===== src/rtl/cache_fill_fsm_pkg.sv =====
// Shared constants and types for the cache line-fill controller and the memory model
// that feeds it.
package cache_fill_fsm_pkg;

  typedef enum logic {
    IDLE = 1'b0,
    FILL = 1'b1
  } fill_state_e;

  localparam int BYTES_PER_WORD     = 2;
  localparam int WORD_W             = 16;
  localparam int DEFAULT_LINE_WORDS = 8;
  localparam int DEFAULT_ADDR_W     = 16;

  // Width of the byte offset inside one cache line.
  function automatic int offset_w(input int line_words);
    return $clog2(line_words * BYTES_PER_WORD);
  endfunction

  localparam int DEFAULT_OFFSET_W = offset_w(DEFAULT_LINE_WORDS);

endpackage


===== src/rtl/cache_fill_fsm_if.sv =====
// Cache/memory-side bundle of the line-fill controller. The master is the fill FSM.
// The slave is the cache arrays plus the main memory.
interface cache_fill_fsm_if
  import cache_fill_fsm_pkg::*;
#(
  parameter int LINE_WORDS = DEFAULT_LINE_WORDS,
  parameter int ADDR_W     = DEFAULT_ADDR_W
);
  localparam int IDX_W = $clog2(LINE_WORDS);

  logic              miss_detected;
  logic [ADDR_W-1:0] miss_address;
  logic              memory_valid;
  logic [WORD_W-1:0] memory_data_in;
  logic              fsm_busy;
  logic              mem_req;
  logic [ADDR_W-1:0] memory_address;
  logic              write_data_array;
  logic [IDX_W-1:0]  fill_word_idx;
  logic [WORD_W-1:0] fill_data;
  logic              write_tag_array;
  logic [ADDR_W-1:0] fill_base_addr;

  modport master (
    input  miss_detected, miss_address, memory_valid, memory_data_in,
    output fsm_busy, mem_req, memory_address, write_data_array,
           fill_word_idx, fill_data, write_tag_array, fill_base_addr
  );

  modport slave (
    output miss_detected, miss_address, memory_valid, memory_data_in,
    input  fsm_busy, mem_req, memory_address, write_data_array,
           fill_word_idx, fill_data, write_tag_array, fill_base_addr
  );

endinterface


===== src/rtl/cache_fill_fsm_fill_counter.sv =====
// Up-counter with synchronous clear and increment enable. The fill FSM uses one for
// issued requests and one for received words.
module fill_counter #(
  parameter int W = 4
) (
  input  logic         clk,
  input  logic         rst_n,
  input  logic         i_clr,
  input  logic         i_inc,
  output logic [W-1:0] o_count
);

  logic [W-1:0] r_count;

  // NOTE: clocked state uses <= so every flop samples pre-edge values regardless of block order.
  always_ff @(posedge clk or negedge rst_n) begin
    if (!rst_n) begin
      r_count <= '0;
    end else if (i_clr) begin
      r_count <= '0;
    end else if (i_inc) begin
      r_count <= r_count + W'(1);
    end
  end

  assign o_count = r_count;

endmodule


===== src/rtl/cache_fill_fsm.sv =====
// Line-fill controller: on a miss it requests every word of the line and writes each
// returned word. The tag is written with the last word.
module cache_fill_fsm
  import cache_fill_fsm_pkg::*;
#(
  parameter int LINE_WORDS = DEFAULT_LINE_WORDS,
  parameter int ADDR_W     = DEFAULT_ADDR_W
) (
  input  logic             clk,
  input  logic             rst_n,
  cache_fill_fsm_if.master bus
);

  localparam int IDX_W = $clog2(LINE_WORDS);
  localparam int CNT_W = IDX_W + 1;
  localparam int OFF_W = offset_w(LINE_WORDS);
  localparam logic [ADDR_W-1:0] OFF_MASK = ADDR_W'((1 << OFF_W) - 1);

  fill_state_e       r_state, w_state_nxt;
  logic [ADDR_W-1:0] r_base_addr;
  logic [CNT_W-1:0]  w_issue_cnt, w_recv_cnt;
  logic              w_start;
  logic              w_mem_req;
  logic [ADDR_W-1:0] w_mem_addr;
  logic              w_write_data;
  logic [IDX_W-1:0]  w_word_idx;
  logic              w_write_tag;

  assign w_start = (r_state == IDLE) && bus.miss_detected;

  always_ff @(posedge clk or negedge rst_n) begin
    if (!rst_n) begin
      r_state <= IDLE;
    end else begin
      r_state <= w_state_nxt;
    end
  end

  always_ff @(posedge clk or negedge rst_n) begin
    if (!rst_n) begin
      r_base_addr <= '0;
    end else if (w_start) begin
      r_base_addr <= bus.miss_address & ~OFF_MASK;
    end
  end

  // NOTE: every output gets a default before the case so no path leaves one unassigned (no latches).
  always_comb begin
    w_state_nxt  = r_state;
    w_mem_req    = 1'b0;
    w_mem_addr   = '0;
    w_write_data = 1'b0;
    w_word_idx   = '0;
    w_write_tag  = 1'b0;
    case (r_state)
      IDLE: begin
        if (bus.miss_detected) w_state_nxt = FILL;
      end
      FILL: begin
        // Request side runs ahead of the responses; the two counters are independent.
        w_mem_req = w_issue_cnt < CNT_W'(LINE_WORDS);
        if (w_mem_req) begin
          w_mem_addr = r_base_addr + ADDR_W'(w_issue_cnt) * ADDR_W'(BYTES_PER_WORD);
        end
        w_write_data = bus.memory_valid;
        w_word_idx   = w_recv_cnt[IDX_W-1:0];
        w_write_tag  = bus.memory_valid && (w_recv_cnt == CNT_W'(LINE_WORDS - 1));
        if (w_write_tag) w_state_nxt = IDLE;
      end
      default: w_state_nxt = IDLE;
    endcase
  end

  fill_counter #(.W(CNT_W)) u_issue_cnt (
    .clk     (clk),
    .rst_n   (rst_n),
    .i_clr   (w_start),
    .i_inc   (w_mem_req),
    .o_count (w_issue_cnt)
  );

  fill_counter #(.W(CNT_W)) u_recv_cnt (
    .clk     (clk),
    .rst_n   (rst_n),
    .i_clr   (w_start),
    .i_inc   (w_write_data),
    .o_count (w_recv_cnt)
  );

  assign bus.fsm_busy         = (r_state == FILL);
  assign bus.mem_req          = w_mem_req;
  assign bus.memory_address   = w_mem_addr;
  assign bus.write_data_array = w_write_data;
  assign bus.fill_word_idx    = w_word_idx;
  assign bus.fill_data        = bus.memory_data_in;
  assign bus.write_tag_array  = w_write_tag;
  assign bus.fill_base_addr   = r_base_addr;

endmodule


===== src/flat_wrapper.sv =====
// flat-port wrapper written by rule: the top's interface ports become plain ports
module cache_fill_fsm_flat import cache_fill_fsm_pkg::*;
#(
  parameter int LINE_WORDS = DEFAULT_LINE_WORDS,
  parameter int ADDR_W     = DEFAULT_ADDR_W
)
  (clk, rst_n, bus_miss_detected, bus_miss_address, bus_memory_valid, bus_memory_data_in, bus_fsm_busy, bus_mem_req, bus_memory_address, bus_write_data_array, bus_fill_word_idx, bus_fill_data, bus_write_tag_array, bus_fill_base_addr);
  cache_fill_fsm_if #(.LINE_WORDS(LINE_WORDS), .ADDR_W(ADDR_W)) bus_i ();
  input  logic clk;
  input  logic rst_n;
  input wire logic [$bits(bus_i.miss_detected)-1:0] bus_miss_detected;
  input wire logic [$bits(bus_i.miss_address)-1:0] bus_miss_address;
  input wire logic [$bits(bus_i.memory_valid)-1:0] bus_memory_valid;
  input wire logic [$bits(bus_i.memory_data_in)-1:0] bus_memory_data_in;
  output wire logic [$bits(bus_i.fsm_busy)-1:0] bus_fsm_busy;
  output wire logic [$bits(bus_i.mem_req)-1:0] bus_mem_req;
  output wire logic [$bits(bus_i.memory_address)-1:0] bus_memory_address;
  output wire logic [$bits(bus_i.write_data_array)-1:0] bus_write_data_array;
  output wire logic [$bits(bus_i.fill_word_idx)-1:0] bus_fill_word_idx;
  output wire logic [$bits(bus_i.fill_data)-1:0] bus_fill_data;
  output wire logic [$bits(bus_i.write_tag_array)-1:0] bus_write_tag_array;
  output wire logic [$bits(bus_i.fill_base_addr)-1:0] bus_fill_base_addr;
  assign bus_i.miss_detected = bus_miss_detected;
  assign bus_i.miss_address = bus_miss_address;
  assign bus_i.memory_valid = bus_memory_valid;
  assign bus_i.memory_data_in = bus_memory_data_in;
  assign bus_fsm_busy = bus_i.fsm_busy;
  assign bus_mem_req = bus_i.mem_req;
  assign bus_memory_address = bus_i.memory_address;
  assign bus_write_data_array = bus_i.write_data_array;
  assign bus_fill_word_idx = bus_i.fill_word_idx;
  assign bus_fill_data = bus_i.fill_data;
  assign bus_write_tag_array = bus_i.write_tag_array;
  assign bus_fill_base_addr = bus_i.fill_base_addr;
  cache_fill_fsm #(.LINE_WORDS(LINE_WORDS), .ADDR_W(ADDR_W)) u_core (.clk(clk), .rst_n(rst_n), .bus(bus_i));
endmodule

===== config.mk =====
export PLATFORM = sky130hd
export DESIGN_NAME = cache_fill_fsm_flat
export DESIGN_NICKNAME = d
export VERILOG_FILES = /design/src/rtl/cache_fill_fsm_pkg.sv /design/src/rtl/cache_fill_fsm_if.sv /design/src/rtl/cache_fill_fsm_fill_counter.sv /design/src/rtl/cache_fill_fsm.sv /design/src/flat_wrapper.sv
export SDC_FILE = /design/constraint.sdc
export NUM_CORES = 1
export LEC_CHECK = 0
export CAP_MARGIN = 20
export CORE_MARGIN = 2
export CORE_UTILIZATION = 37
export DETAILED_ROUTE_END_ITERATION = 8
export GPL_TIMING_DRIVEN = 0
export PLACE_DENSITY = 0.94
export SLEW_MARGIN = 20
export SYNTH_ARGS = -nofsm -noshare
export SYNTH_HDL_FRONTEND = slang
export SYNTH_SLANG_ARGS = --single-unit

===== constraint.sdc =====
create_clock -name clk -period 2.8 [get_ports clk]
set_input_delay 0.28 -clock clk [delete_from_list [all_inputs] [get_ports clk]]
set_output_delay 0.28 -clock clk [all_outputs]
set_load 0.01 [all_outputs]

==> summary.txt, run 1 <==
Run status
  • Status: complete, no violations

Global routing
  • Tot GR Track Use: 17.7%
  • Largest net degree at the start of global routing: 22
  • Gr ovfl total: 0
  • Vias in the first global route: ~1100
  • Initial antenna violation count: 0
  • First-pass GRT wire length: approximately 4.9 mm

Synthesis
  • Library cells used by synthesis: 27
  • Synth Cell Area: about 0.0012 sq mm
  • Cell accounting for the most synthesized area: dfrtp_1
  • Yosys reg bits: 21
  • Synth area leaders: dfrtp_1, nand2_1, buf_4, and2_1, ha_1
  • Mean Syn Cell Area: approximately 8.5 sq um
  • Synth warn: 0
  • Top-area cell type share of the netlist area: a little over two fifths
  • Synth Instances: ~150
  • Post-synthesis sequential area ratio: 42.8%

Critical path
  • Crit end category: primary output
  • Worst-path fanout max: 4
  • Critical path class: flop to primary output
  • R2R setup slack: between 1 and 1.5 ns
  • R2r startpoint: u_core.bus.fsm_busy
  • Worst r2r dst: u_core.bus.fill_base_addr[11]
  • CP startpoint: u_core.bus.fill_base_addr[4]
  • Reg2reg path depth: 5
  • CP arrival: around 2.4 ns
  • Worst path required time: approximately 2.5 ns
  • Worst Setup Start Kind: flop

Layout
  • Final Non-Filler Cells: 263
  • Final nets: 259
  • Synth-to-layout area growth: 61.5%
  • Layout cells sized above 1: approximately 16%
  • Fin area: between 0.0015 and 0.002 sq mm
  • Ant. Diodes: 0

Floorplan
  • Core Region: 0.00310 sq mm
  • Die Span X: between 60 and 70 um
  • Ports: 91
  • DIE AREA: between 0.003 and 0.004 sq mm
  • Row count: 20
  • Starting Density: 39.6%
  • Chip Height: 61.6 um

Detailed routing
  • Post-Route WL: between 3 and 4 mm
  • DRT Pass-1 Iters: 5
  • DR vias: 1205
  • Antenna-violating nets left: 0
  • Routed length per instance: approximately 12 um
  • Post-route DRC: 0
  • Drt via density: ~4.6
  • First DRT Iteration DRCs: 41

Flow run
  • Maxcap violations: 0

STA
  • Period utilization: between 90% and 100%
  • Final Setup Violations: 0
  • Final worst slack: roughly 0.13 ns
  • Setup_tns: 0 ns
  • Crit path time final: approximately 2.7 ns
  • Setup Skew: ~0.015 ns
  • Max frequency: approximately 0.37 GHz
  • Slew @ Worst Pin: 0.924 ns
  • Fin. Hold Viols: 0
  • Max_slew headroom: roughly two fifths
  • Final Max Slew Viols: 0

Clock tree
  • Cts hold-fix bufs: 0
  • Clock latency on the worst-skew pair: 0.32 ns
  • Total CTS buffers: 3
  • CTS sink cnt: 21
  • H-tree Lvls: 1
  • Clk pin slew, worst setup/hold paths: 0.12 ns
  • Max clock buf depth: 2
  • CTS root buf: clkbuf_4
  • CTS tree: yes

Placed design
  • Routability cong.: slightly above 0.7
  • Placed Area: just under 0.002 sq mm
  • Post-detail-place hpwl: roughly 2.5 mm
  • Dpl cells: between 200 and 300
  • Setup WS pre-CTS: ~0.47 ns
  • IO Port Bufs: 65

Power and ir drop
  • Total Power: between 1500 and 2000 uW
  • Leak: 0.000961 uW
  • Max IR drop VDD: 517 uV
  • Pwr per Cell Area: ~960 mW/mm^2

Hold path
  • Worst hold path type: input pin to asynchronous set/reset pin
-- cell type report --
| type | count | area [sq um] |
|---|---|---|
| buffer | 26 | 183 |
| clock buffer | 3 | 22.5 |
| clock inverter | 1 | 5.00 |
| fill | 290 | 1120 |
| inverter | 3 | 11.3 |
| multi-input combinational | 99 | 524 |
| sequential | 21 | 526 |
| tap | 44 | 55.1 |
| timing repair buffer | 66 | 658 |
-- per-layer routing --
layer / GRT usage, % / share of wire, % / vias up
li1: - / - / 586
met5: 0 / 0 / -
met1: 19.6 / 38 / 565
met3: 4.83 / 7.5 / 4
met2: 32.6 / 53 / 50
met4: 5.17 / 0.66 / 0
-- where the power goes --
group | switching [uW] | internal [uW] | leakage [uW]
clock network | 94.8 | 53.5 | 0.0000177
registers | 140 | 448 | 0.000259
logic | 515 | 659 | 0.000684
-- layout by cell type, fill, tap and decap left out --
| cell | n |
|---|---|
| ha_1 | 3 |
| inv_1 | 3 |
| nor2b_1 | 1 |
| clkinv_2 | 1 |
| nand3b_1 | 1 |
| a41oi_1 | 1 |
| clkdlybuf4s50_1 | 65 |
| and2_1 | 16 |
| and2_2 | 1 |
| nor2_1 | 3 |
| xor2_1 | 1 |
| nand4b_1 | 1 |
| a21oi_1 | 2 |
| nand4_2 | 1 |
| conb_1 | 5 |
| or3_2 | 1 |
| nand3_1 | 5 |
| o31ai_1 | 1 |
| buf_2 | 5 |
| mux2i_1 | 2 |
| dfrtp_1 | 21 |
| nor3b_1 | 1 |
| nand2b_1 | 2 |
| clkbuf_4 | 3 |
| or4_1 | 1 |
| nand4_1 | 1 |
| nand2_1 | 44 |
| buf_4 | 22 |
| a21o_1 | 1 |
| o21ai_0 | 4 |
-- stage by stage --
step	hold slack (ns)	util, %
after global placement	0.455	62.8
after floorplan	-0.0156	-
final	0.467	64.0
after global routing	0.462	64.0
after CTS	0.476	63.7
after detailed placement	0.488	62.8
-- worst max-delay path by stage --
stage                                   to  slack, ns  cells after the start
finish              bus_memory_address[14]       0.13                      6
global route        bus_memory_address[14]      -0.02                      6
CTS                 bus_memory_address[14]       0.12                      6
detailed placement  bus_memory_address[14]       0.47                      6
global placement    bus_memory_address[14]       0.51                      6
floorplan           bus_memory_address[14]       0.98                      5
-- state kept, by name, summed over array words and instances (netlist names) --
name                        cells
u_core.u_recv_cnt.o_count       4
u_core.bus.fsm_busy             1
u_core.bus.fill_base_addr      12
u_core.u_issue_cnt.o_count      4
-- synth_stat cells (all sizes together) --
| cell | n |
|---|---|
| a21o | 1 |
| a21oi | 2 |
| nand3 | 5 |
| or3 | 1 |
| o31ai | 1 |
| xor2 | 1 |
| buf | 26 |
| mux2i | 2 |
| a41oi | 1 |
| ha | 3 |
| nand3b | 1 |
| dfrtp | 21 |
| nor2b | 1 |
| nand2b | 2 |
| nand2 | 44 |
| or4 | 1 |
| nor3b | 1 |
| nand4b | 1 |
| o21ai | 4 |
| and2 | 17 |
| nand4 | 2 |
| inv | 3 |
| conb | 1 |
| nor2 | 3 |
-- worst max-delay path, cell delays in order, from the launching register on --
cell and delay [ns]:
dfrtp_1 0.39, and2_1 0.14, ha_1 0.16, nand4_2 0.15, or4_1 0.52, a21oi_1 0.17
clkdlybuf4s50_1 0.55
-- cell families (layout without fill, tap and decap cells) --
kind of cell	Yosys count	after routing	share of synthesized area [%]
and+or+nand+nor	79	79	31.4
AOI/OAI and AO/OA	9	9	4.38
muxes	2	2	1.63
buffers and inverters	29	99	15.8
DFF	21	21	42.8
xor gates and xnor gates	1	1	0.713
adders and majority gates	3	3	3.06
other	1	5	0.305
-- what timing repair did --
| action | 4_1_cts | 5_1_grt |
|---|---|---|
| hold endpoints to repair | 0 | 0 |
| resized for setup | 0 | 0 |
| setup buffers | 0 | 1 |
| setup endpoints to repair | 0 | 1 |
Note: power is estimated with default switching activity, not from simulation.
==> run 2: changes to the inputs <==
--- a/config.mk
+++ b/config.mk
@@ -5,6 +5,7 @@
 export SDC_FILE = /design/constraint.sdc
 export NUM_CORES = 1
 export LEC_CHECK = 0
+export ABC_AREA = 0
 export CAP_MARGIN = 20
 export CORE_MARGIN = 2
 export CORE_UTILIZATION = 37
==> results of run 2 <==
Final layout, timing and power as in run 1 (identical DEF).
==> run 3: changes to the inputs <==
--- a/config.mk
+++ b/config.mk
@@ -12,6 +12,7 @@
 export DETAILED_ROUTE_END_ITERATION = 8
 export GPL_TIMING_DRIVEN = 0
 export PLACE_DENSITY = 0.94
+export REMOVE_ABC_BUFFERS = 1
 export SLEW_MARGIN = 20
 export SYNTH_ARGS = -nofsm -noshare
 export SYNTH_HDL_FRONTEND = slang
==> run 3 against run 2 <==
  * Die area unchanged
  * Cell area shrank 17%
  * Largest power group unchanged
  * Flip-flop and latch count unchanged
  * Global-route usage hardly changed
  * Via count fell by 14%
  * Sequential share of layout area up 5.5 points
==> summary.txt, run 3 (same netlist as run 1, synthesis figures left out) <==
Power and ir drop
  • Pwr per Cell Area: roughly 1100 mW/mm^2
  • Clock Power Share: 8.0%
  • Leak: 0.000777 uW
  • P_sw: 726 uW
  • Total Power: ~1800 uW
  • Cell Int Power: 1100 uW
  • Combinational Power Share: approximately three fifths
  • Seq pwr share: between 30% and 40%
  • Max IR drop VDD: about 540 uV
  • Switching share of power: roughly 40%

Critical path
  • Slowest cell on the critical path: clkdlybuf4s50_1
  • Reg2reg path depth: 3
  • Worst r2r dst: u_core.u_recv_cnt.o_count[2]
  • Worst-path fanout max: 4
  • R2R setup slack: 1.23 ns
  • Crit-path max cell delay: roughly 0.55 ns
  • CP arrival: about 2.3 ns
  • Worst path required time: between 2 and 3 ns
  • R2r startpoint: u_core.bus.fsm_busy
  • Critical path class: flop to primary output
  • Crit end category: primary output
  • Worst Setup Start Kind: flop
  • Critical-path cell list: and2_1 > ha_1 > nand4_2 > or4_1 > a21oi_1 > clkdlybuf4s50_1

STA
  • Crit path time final: between 2 and 3 ns
  • Final worst slack: about 0.18 ns
  • RSZ-0062 raised after global routing: false
  • Period utilization: 93.7%
  • Max frequency: roughly 0.38 GHz
  • Setup Skew: 0.0135 ns
  • Max_slew headroom: about 52%
  • Setup_tns: 0 ns
  • Final Setup Violations: 0
  • Final Max Slew Viols: 0
  • Fin. Hold Viols: 0
  • Slew @ Worst Pin: 0.723 ns

Placed design
  • IO Port Bufs: 49
  • Post-detail-place hpwl: 2.34 mm
  • Setup WS pre-CTS: roughly 0.5 ns
  • Routability cong.: 0.731
  • Placed Area: 0.00161 sq mm

Detailed routing
  • DRT Pass-1 Iters: 4
  • DR vias: roughly 1000
  • Post-route DRC: 0
  • Drt via density: roughly 4.7
  • Antenna-violating nets left: 0
  • First DRT Iteration DRCs: 30
  • Post-Route WL: 3.10 mm
  • Routed length per instance: roughly 14 um

Floorplan
  • Ports: between 90 and 100
  • Chip Height: around 60 um
  • Core Region: a little over 0.003 sq mm
  • Row count: 20
  • DIE AREA: 0.00380 sq mm
  • Die Span X: 61.6 um
  • Starting Density: around two fifths

Layout
  • Commonest non-fill, non-tap cell in the layout: clkdlybuf4s50_1
  • Synth-to-layout area growth: 33.6%
  • Ant. Diodes: 0
  • FILL cells: 310
  • Most frequent cells in the layout: clkdlybuf4s50_1, nand2_1, dfrtp_1, and2_1
  • Fin area: 0.00164 sq mm
  • Final core utilization: 52.9%
  • Final nets: 217
  • Layout cells sized above 1: slightly above 5%
  • Max FFs per register: 12

Clock tree
  • Total CTS buffers: 3
  • Clk pin slew, worst setup/hold paths: around 0.13 ns
  • Clock latency on the worst-skew pair: 0.30 ns
  • H-tree Lvls: 1
  • Setup Buffers After CTS: 0
  • CTS tree: yes
  • Max clock buf depth: 2
  • CTS root buf: clkbuf_4
  • CTS resizes: 0
  • CTS sink cnt: 21

Run status
  • Status: complete, no violations

Global routing
  • Initial antenna violation count: 0
  • Largest net degree at the start of global routing: 22
  • First-pass GRT wire length: about 4.9 mm
  • Tot GR Track Use: around 18%
  • Vias in the first global route: about 990
  • Gr ovfl total: 0

Hold path
  • Worst hold path type: input pin to asynchronous set/reset pin

Flow run
  • Maxcap violations: 0
run 3: routing by layer:
metal / global-route usage, % / vias to the layer above / wire length (um)
met5: 5.71 / - / 0
met1: 24.9 / 491 / 1370
met4: 6.08 / 0 / 22
li1: - / 501 / -
met3: 4.83 / 2 / 232
met2: 25.7 / 44 / 1480
run 3: worst max-delay path: cells and delay by family, from the launching register on:
family	cells	cell delay [ns]
simple gates	3	0.78
compound gates	1	0.15
fa+ha+maj	1	0.15
buf+inv	1	0.55
flops	1	0.40
run 3: worst max-delay path by stage:
stage                             startpoint                      to  slack, ns  depth (start not counted)
6_report       u_core.u_issue_cnt.o_count[3]  bus_memory_address[14]       0.18                          6
4_1_cts         u_core.bus.fill_base_addr[4]  bus_memory_address[14]       0.16                          6
2_1_floorplan   u_core.bus.fill_base_addr[4]  bus_memory_address[14]       0.98                          5
5_1_grt         u_core.bus.fill_base_addr[4]  bus_memory_address[14]       0.06                          6
3_5_place_dp    u_core.bus.fill_base_addr[4]  bus_memory_address[14]       0.51                          6
3_3_place_gp    u_core.bus.fill_base_addr[4]  bus_memory_address[14]       0.52                          6
run 3: repair_timing:
item | CTS | global route
endpoints found under the hold margin | 0 | 21
hold buffers | 0 | 1
endpoints found under the setup margin | 0 | 0
run 3: power by group through the flow:
stage	combinational [uW]	sequential [uW]	clock (uW)
final	1060	611	146
after floorplan	450	615	0
after detailed placement	1080	617	0
after global placement	1040	603	0
after CTS	1080	609	147
after global routing	1180	637	162
run 3: cell type report:
class | instances | area, sq um | share of cell area (%)
clock buffers | 3 | 22.5 | 1.37
clock inverters | 1 | 5.00 | 0.305
inverters | 3 | 11.3 | 0.686
multi-input cells | 99 | 527 | 32.1
flip-flops and latches | 21 | 526 | 32.0
well taps | 44 | 55.1 | 3.35
repair buffers | 50 | 495 | 30.2
run 3: through the flow:
step,hold WS [ns],cells
finish,0.446,221
CTS,0.485,220
global placement,0.458,216
detailed placement,0.469,216
global route,0.485,221
floorplan,-0.0156,123
